<file path="src/rtl/counter_4b_pkg.sv">
// Shared constants for the 4-bit ripple-carry counter and anything that
// needs to agree with it on width and terminal count.
package counter_4b_pkg;

  localparam int unsigned COUNT_W = 4;
  localparam logic [COUNT_W-1:0] COUNT_MAX = 4'hF;

endpackage : counter_4b_pkg

</file>
<file path="src/rtl/counter_4b_t_ff_slice.sv">
// One synchronous toggle flip-flop with asynchronous active-low clear:
// q inverts on a rising clk edge whenever t is high.
module t_ff_slice (
  input  logic clk,
  input  logic rst_n,
  input  logic t,
  output logic q
);

  // NOTE: sequential state uses non-blocking assignment so every slice samples
  // the pre-edge count, giving a truly synchronous counter with no ripple.
  always_ff @(posedge clk or negedge rst_n) begin
    if (!rst_n) begin
      q <= 1'b0;
    end else if (t) begin
      q <= ~q;
    end
  end

endmodule : t_ff_slice

</file>
<file path="src/rtl/counter_4b.sv">
// Free-running 4-bit synchronous up-counter built from T flip-flops, with
// a combinational ripple carry that is high only while the count is 15.
module counter_4b
  import counter_4b_pkg::*;
(
  input  logic clk,
  input  logic rst_n,
  output logic Qa,
  output logic Qb,
  output logic Qc,
  output logic Qd,
  output logic Rc
);

  logic [COUNT_W-1:0] count;
  logic [COUNT_W-1:0] t_en;

  // Each bit toggles when every lower bit is 1 (the carry into that bit).
  assign t_en[0] = 1'b1;
  assign t_en[1] = count[0];
  assign t_en[2] = count[0] & count[1];
  assign t_en[3] = count[0] & count[1] & count[2];

  t_ff_slice u_slice_a (.clk(clk), .rst_n(rst_n), .t(t_en[0]), .q(count[0]));
  t_ff_slice u_slice_b (.clk(clk), .rst_n(rst_n), .t(t_en[1]), .q(count[1]));
  t_ff_slice u_slice_c (.clk(clk), .rst_n(rst_n), .t(t_en[2]), .q(count[2]));
  t_ff_slice u_slice_d (.clk(clk), .rst_n(rst_n), .t(t_en[3]), .q(count[3]));

  assign Qa = count[0];
  assign Qb = count[1];
  assign Qc = count[2];
  assign Qd = count[3];

  assign Rc = (count == COUNT_MAX);

endmodule : counter_4b

</file>
<file path="config.mk">
export PLATFORM = sky130hd
export DESIGN_NAME = counter_4b
export DESIGN_NICKNAME = d
export VERILOG_FILES = /design/src/rtl/counter_4b_pkg.sv /design/src/rtl/counter_4b_t_ff_slice.sv /design/src/rtl/counter_4b.sv
export SDC_FILE = /design/constraint.sdc
export NUM_CORES = 1
export LEC_CHECK = 0
export BUFFER_PORTS_ARGS = -buffer_cell sky130_fd_sc_hd__buf_4
export CORE_AREA = 5 5 42 44
export DETAILED_ROUTE_END_ITERATION = 8
export DIE_AREA = 0 0 47 49
export PLACE_DENSITY = 0.3
export RECOVER_POWER = 100
export SLEW_MARGIN = 0
export SYNTH_ARGS = -nofsm -noshare
export SYNTH_HDL_FRONTEND = slang
export SYNTH_SLANG_ARGS = --single-unit
export TNS_END_PERCENT = 5
</file>
<file path="constraint.sdc">
create_clock -name clk -period 0.8 [get_ports clk]
set_input_delay 0.12 -clock clk [delete_from_list [all_inputs] [get_ports clk]]
set_output_delay 0.12 -clock clk [all_outputs]
set_load 0.005 [all_outputs]
</file>
==> results of run 1 <==
[path summary, 6_finish.rpt]
check | end | slack [ns] | depth (start not counted)
max in group asynchronous | u_slice_a.q$_DFF_PN0_ | 0.35 | 2
worst min register to register | u_slice_d.q$_DFFE_PN0P_ | 0.51 | 1
worst max-delay path | Rc | -0.22 | 3
worst min-delay path | u_slice_d.q$_DFFE_PN0P_ | 0.25 | 2
worst max register to register | u_slice_d.q$_DFFE_PN0P_ | -0.03 | 3
min in group clk | u_slice_d.q$_DFFE_PN0P_ | 0.51 | 1
[cells by family (layout without fill, tap and decap cells)]
| kind of cell | after synthesis | after routing | synth area share, % |
|---|---|---|---|
| DFF | 4 | 4 | 66.1 |
| xor gates and xnor gates | 3 | 3 | 17.4 |
| and+or+nand+nor | 3 | 3 | 11.6 |
| buffers and inverters | 2 | 16 | 4.96 |
[layout make-up]
cell class	instances	area, um^2
Tap cell	16	20.0
Fill cell	167	1120
Timing Repair Buffer	11	85.1
Inverter	2	7.51
Sequential cell	4	100
Multi-Input combinational cell	6	46.3
Clock buffer	3	22.5
[layer usage]
layer,global-route usage [%],part of all wire [%],vias up
met3,5.54,20,0
met5,0,0,-
met2,3.62,34,11
met4,2.76,0,0
met1,3.77,45,57
li1,-,-,66
[Yosys cell counts]
| master | number | share of area [%] |
|---|---|---|
| dfrtp_1 | 4 | 66 |
| inv_1 | 2 | 5.0 |
| nand2_1 | 1 | 2.5 |
| nand3_2 | 1 | 6.6 |
| nor2_1 | 1 | 2.5 |
| xnor2_1 | 2 | 12 |
| xor2_1 | 1 | 5.8 |
[timing repair]
action	CTS	global route
pin swaps	2	2
setup buffers	1	0
endpoints found under the setup margin	6	7
hold endpoints to repair	4	0
hold buffers	1	0
gates resized for setup	1	3
[worst max-delay path, cell delays in order, from the launching register on]
cell and delay [ns]:
dfrtp_1 0.37, nand3_2 0.10, nor2_2 0.09, buf_4 0.11
[metrics by stage]
step | worst slack [ns] | cells
3_5_place_dp | -0.0136 | 37
2_1_floorplan | 0.0471 | 12
5_1_grt | -0.304 | 42
3_3_place_gp | -0.00103 | 37
6_report | -0.220 | 42
4_1_cts | -0.265 | 42
[state kept, by name, summed over array words and instances (netlist names)]
name and cells:
u_slice_a.q 1, u_slice_b.q 1, u_slice_c.q 1, u_slice_d.q 1
[report_power, final]
group | internal (W) | leakage (nW) | switching [W]
Clock | 0.000168 | 0.0138 | 0.0000799
Combinational | 0.00000424 | 0.0674 | 0.00000449
Sequential | 0.000203 | 0.0518 | 0
==> impl_metrics.env, run 1 <==
export IMPL_track_usage_pct=3.81
export IMPL_drt_pass1_iterations=2
export IMPL_drt_wirelength_per_cell_um=7.90
export IMPL_cts_root_buf="clkbuf_4"
export IMPL_synth_cells=12
export IMPL_rsz0062_at_grt="true"
export IMPL_r2r_start="u_slice_a.q$_DFF_PN0_"
export IMPL_path_clk_slew_ns=0.04
export IMPL_cts_tree="done"
export IMPL_drc=0
export IMPL_syn_area_per_cell_um2=12.6
export IMPL_ys_seq_elements=4
export IMPL_tns_ns=-0.947
export IMPL_peakVddDrop_mv=0.542
export IMPL_antenna_found_initial=0
export IMPL_period_minus_slack_ns=1.02
export IMPL_cp_arrival_ns=0.90
export IMPL_drt_vias_per_instance=3.19
export IMPL_diodes=0
export IMPL_fin_crit_sh_pct=127
export IMPL_finalInstanceArea_um2=282
export IMPL_finalSetupViolations=6
export IMPL_netlist_area_um2=151
export IMPL_worst_slack_ns=-0.220
export IMPL_fin_util_pct=20.1
export IMPL_critPathLaunchType="flop"
export IMPL_cp_startpoint="u_slice_a.q$_DFF_PN0_"
export IMPL_grt_pass1_vias=129
export IMPL_yosysSeqAreaShare_pct=66.1
export IMPL_holdWs_ns=0.254
export IMPL_worst_pin_slew_ns=0.225
export IMPL_drive_gt1_share_pct=50.0
export IMPL_htree_num_levels=1
export IMPL_cts_sinks=4
export IMPL_slew_violations=0
export IMPL_area_delta_synth_final_pct=86.0
export IMPL_vias=134
export IMPL_drtIter0Drc=1
export IMPL_core_rowCount=14
export IMPL_ant_nets=0
export IMPL_grt_ovfl_total=0
export IMPL_postSynthNetCount=14
export IMPL_wl_um=332
export IMPL_nets=30
export IMPL_status="complete, but fails checks"
export IMPL_hpwlAfterDp_um=262
export IMPL_initial_core_util_pct=10.8
export IMPL_final_common_cell="buf_4"
export IMPL_critPathMaxFanout=3
export IMPL_die_area_um2=2300
export IMPL_pin_count=7
export IMPL_clock_latency_ns=0.23
export IMPL_clockBufferDepth=2
export IMPL_maxCapViolations=0
export IMPL_endpoint_kind="output port"
export IMPL_place_area_um2=239
export IMPL_die_w_um=47
export IMPL_grt_pass1_wl_um=531
export IMPL_synth_distinct_cells=7
export IMPL_relSlewSlack_pct=85.0
export IMPL_grt_max_degree=5
export IMPL_hold_class="primary input to async pin"
export IMPL_io_buffers=6
export IMPL_total_power_w=0.000460
export IMPL_core_um2=1400
export IMPL_finClkSkew_ns=0.00565
export IMPL_power_leakage_nw=0.133
export IMPL_critPathKind="flop to output port"
export IMPL_finalHoldViolations=0
export IMPL_failed_checks="negative setup slack"
export IMPL_yosysWarnings=0
export IMPL_final_cell_mix="buf_4, dfrtp_1, clkbuf_4"
export IMPL_routabilityCongestion=0.601
export IMPL_p_per_area_nw_per_um2=1630
export IMPL_die_h_um=49
export IMPL_crit_required_ns=0.68
export IMPL_fmaxAchievable_mhz=981
export IMPL_cts_buffers_inserted=3
Note: power is estimated with default switching activity, not from simulation.
==> inputs of run 2 (changes only) <==
--- a/config.mk
+++ b/config.mk
@@ -5,7 +5,9 @@
 export SDC_FILE = /design/constraint.sdc
 export NUM_CORES = 1
 export LEC_CHECK = 0
+export ABC_AREA = 1
 export BUFFER_PORTS_ARGS = -buffer_cell sky130_fd_sc_hd__buf_4
+export CAP_MARGIN = 20
 export CORE_AREA = 5 5 42 44
 export DETAILED_ROUTE_END_ITERATION = 8
 export DIE_AREA = 0 0 47 49
==> run 2 against run 1 <==
  * The run still ends with negative setup slack left
  * Global-route usage rose by 0.99 points
  * Synthesized area rose by 6.6%
  * Sequential share of layout area is 2.6 points lower
  * Clock skew is 0.0051 ns lower
  * Final area increased by 8.0%
  * Final cell count grew 14%
  * Combinational power is 1% lower
  * Power down 0.95%
  * First-iteration DRC count decreased by 100%
  * Critical endpoint unchanged
==> impl_metrics.env, run 2 <==
export IMPL_synth_top_family_by_area="simple AND/OR/NAND/NOR gates"
export IMPL_path_buf_inv=1
export IMPL_worst_pin_slew_ns=0.221
export IMPL_p_sw_share_pct=17.6
export IMPL_cts_root_buf="clkbuf_4"
export IMPL_dominantRegCellSynth="dfrtp_1"
export IMPL_pin_count=7
export IMPL_tns_ns=-1.10
export IMPL_drt_vias_per_instance=3.40
export IMPL_crit_chain="nand3_2 -> nor2_1 -> buf_4"
export IMPL_reg2reg_to="u_slice_c.q$_DFFE_PN0P_"
export IMPL_fin_crit_sh_pct=130
export IMPL_drive_gt1_share_pct=46.9
export IMPL_hpwlAfterDp_um=296
export IMPL_grt_ovfl_total=0
export IMPL_clockBufferDepth=2
export IMPL_path_clk_slew_ns=0.04
export IMPL_power_leakage_nw=0.161
export IMPL_diodes=0
export IMPL_crit_path_top_delay_cell="dfrtp_1"
export IMPL_fin_util_pct=21.7
export IMPL_core_rowCount=14
export IMPL_yosysTopAreaCell="dfrtp_1"
export IMPL_final_cell_mix="buf_4, nand2_1, dfrtp_1"
export IMPL_status="complete, but fails checks"
export IMPL_critPathLaunchType="flop"
export IMPL_clock_latency_ns=0.23
export IMPL_hold_class="primary input to async pin"
export IMPL_die_area_um2=2300
export IMPL_grt_pass1_vias=164
export IMPL_finalHoldViolations=0
export IMPL_p_per_area_nw_per_um2=1500
export IMPL_yosysSeqAreaShare_pct=62.0
export IMPL_cp_top_family="flip-flops"
export IMPL_cts_tree="done"
export IMPL_wl_um=425
export IMPL_relSlewSlack_pct=85.2
export IMPL_fillers=165
export IMPL_cp_slowest_stage_delay_ns=0.38
export IMPL_drt_wirelength_per_cell_um=8.85
export IMPL_area_delta_synth_final_pct=88.4
export IMPL_crit_required_ns=0.68
export IMPL_synth_xor_area_share_pct=5.43
export IMPL_grt_pass1_wl_um=696
export IMPL_core_um2=1400
export IMPL_yosysWarnings=0
export IMPL_htree_num_levels=1
export IMPL_track_usage_pct=4.80
export IMPL_grt_busiest_layer="met4"
export IMPL_routabilityCongestion=0.635
export IMPL_grt_use_met2_pct=5.43
export IMPL_synthAdderAreaFrac_pct=0
export IMPL_critPathKind="flop to output port"
export IMPL_peakVddDrop_mv=0.477
export IMPL_endpoint_kind="output port"
export IMPL_finalSetupViolations=8
export IMPL_r2r_start="u_slice_a.q$_DFF_PN0_"
export IMPL_muxShareOfSynthArea_pct=0
export IMPL_worst_r2r_setup_slack_ns=-0.08
export IMPL_async_flop_share_pct=100
export IMPL_ant_nets=0
export IMPL_slew_violations=0
export IMPL_die_w_um=47
export IMPL_finClkSkew_ns=0.000540
export IMPL_ys_top_cells_by_area="dfrtp_1, nand2_1, inv_1"
export IMPL_synth_edf_count=0
export IMPL_synth_compound_area_share_pct=0
export IMPL_r2r_cells=4
export IMPL_fmaxAchievable_mhz=962
export IMPL_maxCapViolations=0
export IMPL_grt_use_met3_pct=3.69
export IMPL_syn_area_per_cell_um2=10.1
export IMPL_critPathMaxFanout=3
export IMPL_vias=163
export IMPL_initial_core_util_pct=11.5
export IMPL_netlist_area_um2=161
export IMPL_synth_distinct_cells=8
export IMPL_cts_buffers_inserted=3
export IMPL_postSynthNetCount=18
export IMPL_final_common_cell="buf_4"
export IMPL_drc=0
export IMPL_ys_seq_elements=4
export IMPL_failed_checks="negative setup slack"
export IMPL_synth_top_area_share_pct=62.0
export IMPL_rsz0062_at_grt="true"
export IMPL_clockPowerShare_pct=53.4
export IMPL_synth_commonest_cells="dfrtp_1, nand2_1, inv_1"
export IMPL_io_buffers=6
export IMPL_yosys_area_share_simple_pct=25.6
export IMPL_cts_sinks=4
export IMPL_combPwrFrac_pct=1.9
export IMPL_gr_usage_met1_pct=4.87
export IMPL_cp_depth=3
export IMPL_drt_pass1_iterations=1
export IMPL_worst_slack_ns=-0.240
export IMPL_synth_cells=16
export IMPL_drtIter0Drc=0
export IMPL_power_switching_w=0.0000803
export IMPL_die_h_um=49
export IMPL_grt_max_degree=5
export IMPL_nets=36
export IMPL_seq_power_share_pct=44.7
export IMPL_cp_arrival_ns=0.92
export IMPL_period_minus_slack_ns=1.04
export IMPL_p_int_w=0.000375
export IMPL_antenna_found_initial=0
## run 2: changes by cell type in the layout (fill, tap and decap cells not counted), sizes merged
cell / before / now
buf: 8 / 11
nand2: 1 / 4
xnor2: 2 / 0
and2: 0 / 1
clkbuf: 5 / 4
inv: 2 / 3
nand4: 0 / 1
## run 2: power by group through the flow
stage	clock (W)	combinational [W]	sequential [W]
CTS	0.000263	0.0000113	0.000203
global placement	0	0.00000744	0.000206
global route	0.000274	0.00000993	0.000203
detailed placement	0	0.00000746	0.000206
finish	0.000243	0.00000862	0.000204
floorplan	0	0.0000000000342	0.000206
## run 2: worst max-delay path by stage
stage	from	end	slack, ns
after floorplan	u_slice_a.q$_DFF_PN0_	u_slice_c.q$_DFFE_PN0P_	0.005
after global placement	u_slice_a.q$_DFF_PN0_	Rc	-0.03
after detailed placement	u_slice_b.q$_DFFE_PN0P_	Rc	-0.04
after CTS	u_slice_b.q$_DFFE_PN0P_	Rc	-0.28
after global routing	u_slice_a.q$_DFF_PN0_	Rc	-0.30
final	u_slice_a.q$_DFF_PN0_	Rc	-0.24
## run 2: cell type report
cell class	instances	area (um^2)	share of cell area (%)
flip-flops and latches	4	100	32.9
repair buffers	13	100	32.9
multi-input cells	9	50.0	16.5
clock buffers	3	22.5	7.41
well taps	16	20.0	6.58
inverters	3	11.3	3.70
## run 2: repair_timing
action,4_1_cts,5_1_grt
hold buffers,1,0
gates resized for setup,1,0
buffers inserted,3,0
gates cloned,0,0
setup endpoints to repair,6,8
pin swaps,2,2
hold endpoints to repair,4,0
## run 2: logic make-up after synthesis
family	after synthesis
simple gates	8
flops	4
buf+inv	3
xor+xnor	1
## run 2: metal layers
| metal | share of wire (%) | routed length (um) |
|---|---|---|
| met5 | 0 | 0 |
| met3 | 13 | 55 |
| met2 | 46 | 195 |
| met4 | 0 | 0 |
| met1 | 41 | 174 |
## run 2: metrics by stage
step | power [W] | cells | worst slack (ns) | instance area, um^2 | hold WS, ns
after global routing | 0.000487 | 48 | -0.302 | 304 | 0.274
after global placement | 0.000213 | 41 | -0.0332 | 249 | -0.0800
after CTS | 0.000478 | 48 | -0.276 | 308 | 0.213
after detailed placement | 0.000213 | 41 | -0.0426 | 249 | -0.0799
final | 0.000455 | 48 | -0.240 | 304 | 0.256
after floorplan | 0.000206 | 16 | 0.00494 | 161 | -0.176
==> inputs of run 3 (changes only) <==
--- a/config.mk
+++ b/config.mk
@@ -11,8 +11,8 @@
 export CORE_AREA = 5 5 42 44
 export DETAILED_ROUTE_END_ITERATION = 8
 export DIE_AREA = 0 0 47 49
+export HOLD_SLACK_MARGIN = 0.03
 export PLACE_DENSITY = 0.3
-export RECOVER_POWER = 100
 export SLEW_MARGIN = 0
 export SYNTH_ARGS = -nofsm -noshare
 export SYNTH_HDL_FRONTEND = slang
==> run 3 against run 2 <==
  * The flow still finishes with violations (negative setup slack)
  * Sequential share of layout area shrank 0.40 points
  * First-iteration DRC count unchanged
  * Combinational power up 25%
  * Power grew 0.44%
  * Global-route usage did not move
  * Non-clock buffer count unchanged
  * Critical endpoint unchanged
  * Via count unchanged
  * Sequential power is essentially flat
  * Critical path type unchanged
==> impl_metrics.env, run 3 (synthesis results as in run 2) <==
export IMPL_status="complete, but fails checks"
export IMPL_failed_checks="negative setup slack"
export IMPL_drt_wirelength_per_cell_um=8.81
export IMPL_worst_pin_slew_ns=0.133
export IMPL_drt_vias_per_instance=3.40
export IMPL_die_w_um=47
export IMPL_nets=36
export IMPL_area_delta_synth_final_pct=90.7
export IMPL_drc=0
export IMPL_slew_violations=0
export IMPL_final_cell_mix="buf_4, nand2_1, dfrtp_1"
export IMPL_hpwlAfterDp_um=296
export IMPL_final_common_cell="buf_4"
export IMPL_initial_core_util_pct=11.5
export IMPL_maxCapViolations=0
export IMPL_grt_pass1_vias=164
export IMPL_fillers=166
export IMPL_htree_num_levels=1
export IMPL_antenna_found_initial=0
export IMPL_fin_cells=48
export IMPL_core_um2=1400
export IMPL_fin_crit_sh_pct=130
export IMPL_critPathMaxFanout=3
export IMPL_die_area_um2=2300
export IMPL_rsz0062_at_grt="true"
export IMPL_diodes=0
export IMPL_endpoint_kind="output port"
export IMPL_cts_tree="done"
export IMPL_period_minus_slack_ns=1.04
export IMPL_place_area_um2=249
export IMPL_drtIter0Drc=0
export IMPL_critPathLaunchType="flop"
export IMPL_grt_ovfl_total=0
export IMPL_pin_count=7
export IMPL_grt_max_degree=5
export IMPL_tns_ns=-1.10
export IMPL_hold_class="primary input to async pin"
export IMPL_clock_latency_ns=0.23
export IMPL_wl_um=423
export IMPL_p_per_area_nw_per_um2=1490
export IMPL_finalSetupViolations=8
export IMPL_relSlewSlack_pct=91.2
export IMPL_cp_arrival_ns=0.92
export IMPL_track_usage_pct=4.80
export IMPL_routabilityCongestion=0.635
export IMPL_clockBufferDepth=2
export IMPL_io_buffers=6
export IMPL_finalInstanceArea_um2=308
export IMPL_critPathKind="flop to output port"
export IMPL_holdWs_ns=0.224
export IMPL_peakVddDrop_mv=0.477
export IMPL_path_clk_slew_ns=0.04
export IMPL_cts_buffers_inserted=3
export IMPL_drive_gt1_share_pct=50.0
export IMPL_crit_required_ns=0.68
export IMPL_worst_slack_ns=-0.240
export IMPL_core_rowCount=14
export IMPL_ant_nets=0
export IMPL_die_h_um=49
export IMPL_placed_cells=41
export IMPL_finClkSkew_ns=0.000540
export IMPL_fin_util_pct=22.0
export IMPL_grt_pass1_wl_um=696
export IMPL_finalHoldViolations=0
export IMPL_vias=163
export IMPL_power_leakage_nw=0.164
export IMPL_fmaxAchievable_mhz=962
export IMPL_cts_root_buf="clkbuf_4"
export IMPL_drt_pass1_iterations=1
export IMPL_cts_sinks=4
## run 3: changes by cell type in the layout (fill, tap and decap cells not counted), sizes merged
cell	previous run	this run
buf	11	12
clkbuf	4	3
## run 3: per-layer routing
metal	GRT usage, %	up-vias	wire length (um)
li1	-	82	-
met1	4.87	74	172
met2	5.43	7	195
met3	3.69	0	55
met4	5.53	0	0
met5	0	-	0
## run 3: area by class of cell
| class | instances | area (um^2) | share of cell area, % |
|---|---|---|---|
| Timing Repair Buffer | 13 | 104 | 33.7 |
| Sequential cell | 4 | 100 | 32.5 |
| Multi-Input combinational cell | 9 | 50.0 | 16.3 |
| Clock buffer | 3 | 22.5 | 7.32 |
| Tap cell | 16 | 20.0 | 6.50 |
| Inverter | 3 | 11.3 | 3.66 |
## run 3: critical path, cell delays in order (launching register included)
cell,delay (ns)
dfrtp_1,0.38
nand3_2,0.09
nor2_1,0.10
buf_4,0.12
## run 3: path summary, 6_finish.rpt
| path | from | depth (start not counted) | endpoint | slack (ns) |
|---|---|---|---|---|
| max in group asynchronous | rst_n | 2 | u_slice_c.q$_DFFE_PN0P_ | 0.48 |
| worst max-delay path | u_slice_a.q$_DFF_PN0_ | 3 | Rc | -0.24 |
| worst min-delay path | rst_n | 2 | u_slice_a.q$_DFF_PN0_ | 0.22 |
| worst min register to register | u_slice_d.q$_DFFE_PN0P_ | 2 | u_slice_d.q$_DFFE_PN0P_ | 0.54 |
| min in group clk | u_slice_d.q$_DFFE_PN0P_ | 2 | u_slice_d.q$_DFFE_PN0P_ | 0.54 |
| worst max register to register | u_slice_a.q$_DFF_PN0_ | 4 | u_slice_c.q$_DFFE_PN0P_ | -0.08 |
## run 3: through the flow
| stage | total power, W | setup slack (ns) |
|---|---|---|
| 2_1_floorplan | 0.000206 | 0.00494 |
| 3_3_place_gp | 0.000213 | -0.0332 |
| 3_5_place_dp | 0.000213 | -0.0426 |
| 4_1_cts | 0.000478 | -0.276 |
| 5_1_grt | 0.000489 | -0.302 |
| 6_report | 0.000457 | -0.240 |
## run 3: what timing repair did
item	4_1_cts	5_1_grt
gates cloned	0	0
endpoints found under the hold margin	4	0
hold buffers	1	0
setup buffers	3	0
pin swaps	2	2
gates resized for setup	1	0
setup endpoints to repair	6	8
## run 3: power by group
part           leakage [nW]   total, W  switching [W]  internal, W
clock                0.0138   0.000243      0.0000758     0.000167
sequential           0.0518   0.000203              0     0.000203
combinational        0.0987  0.0000108     0.00000435   0.00000641
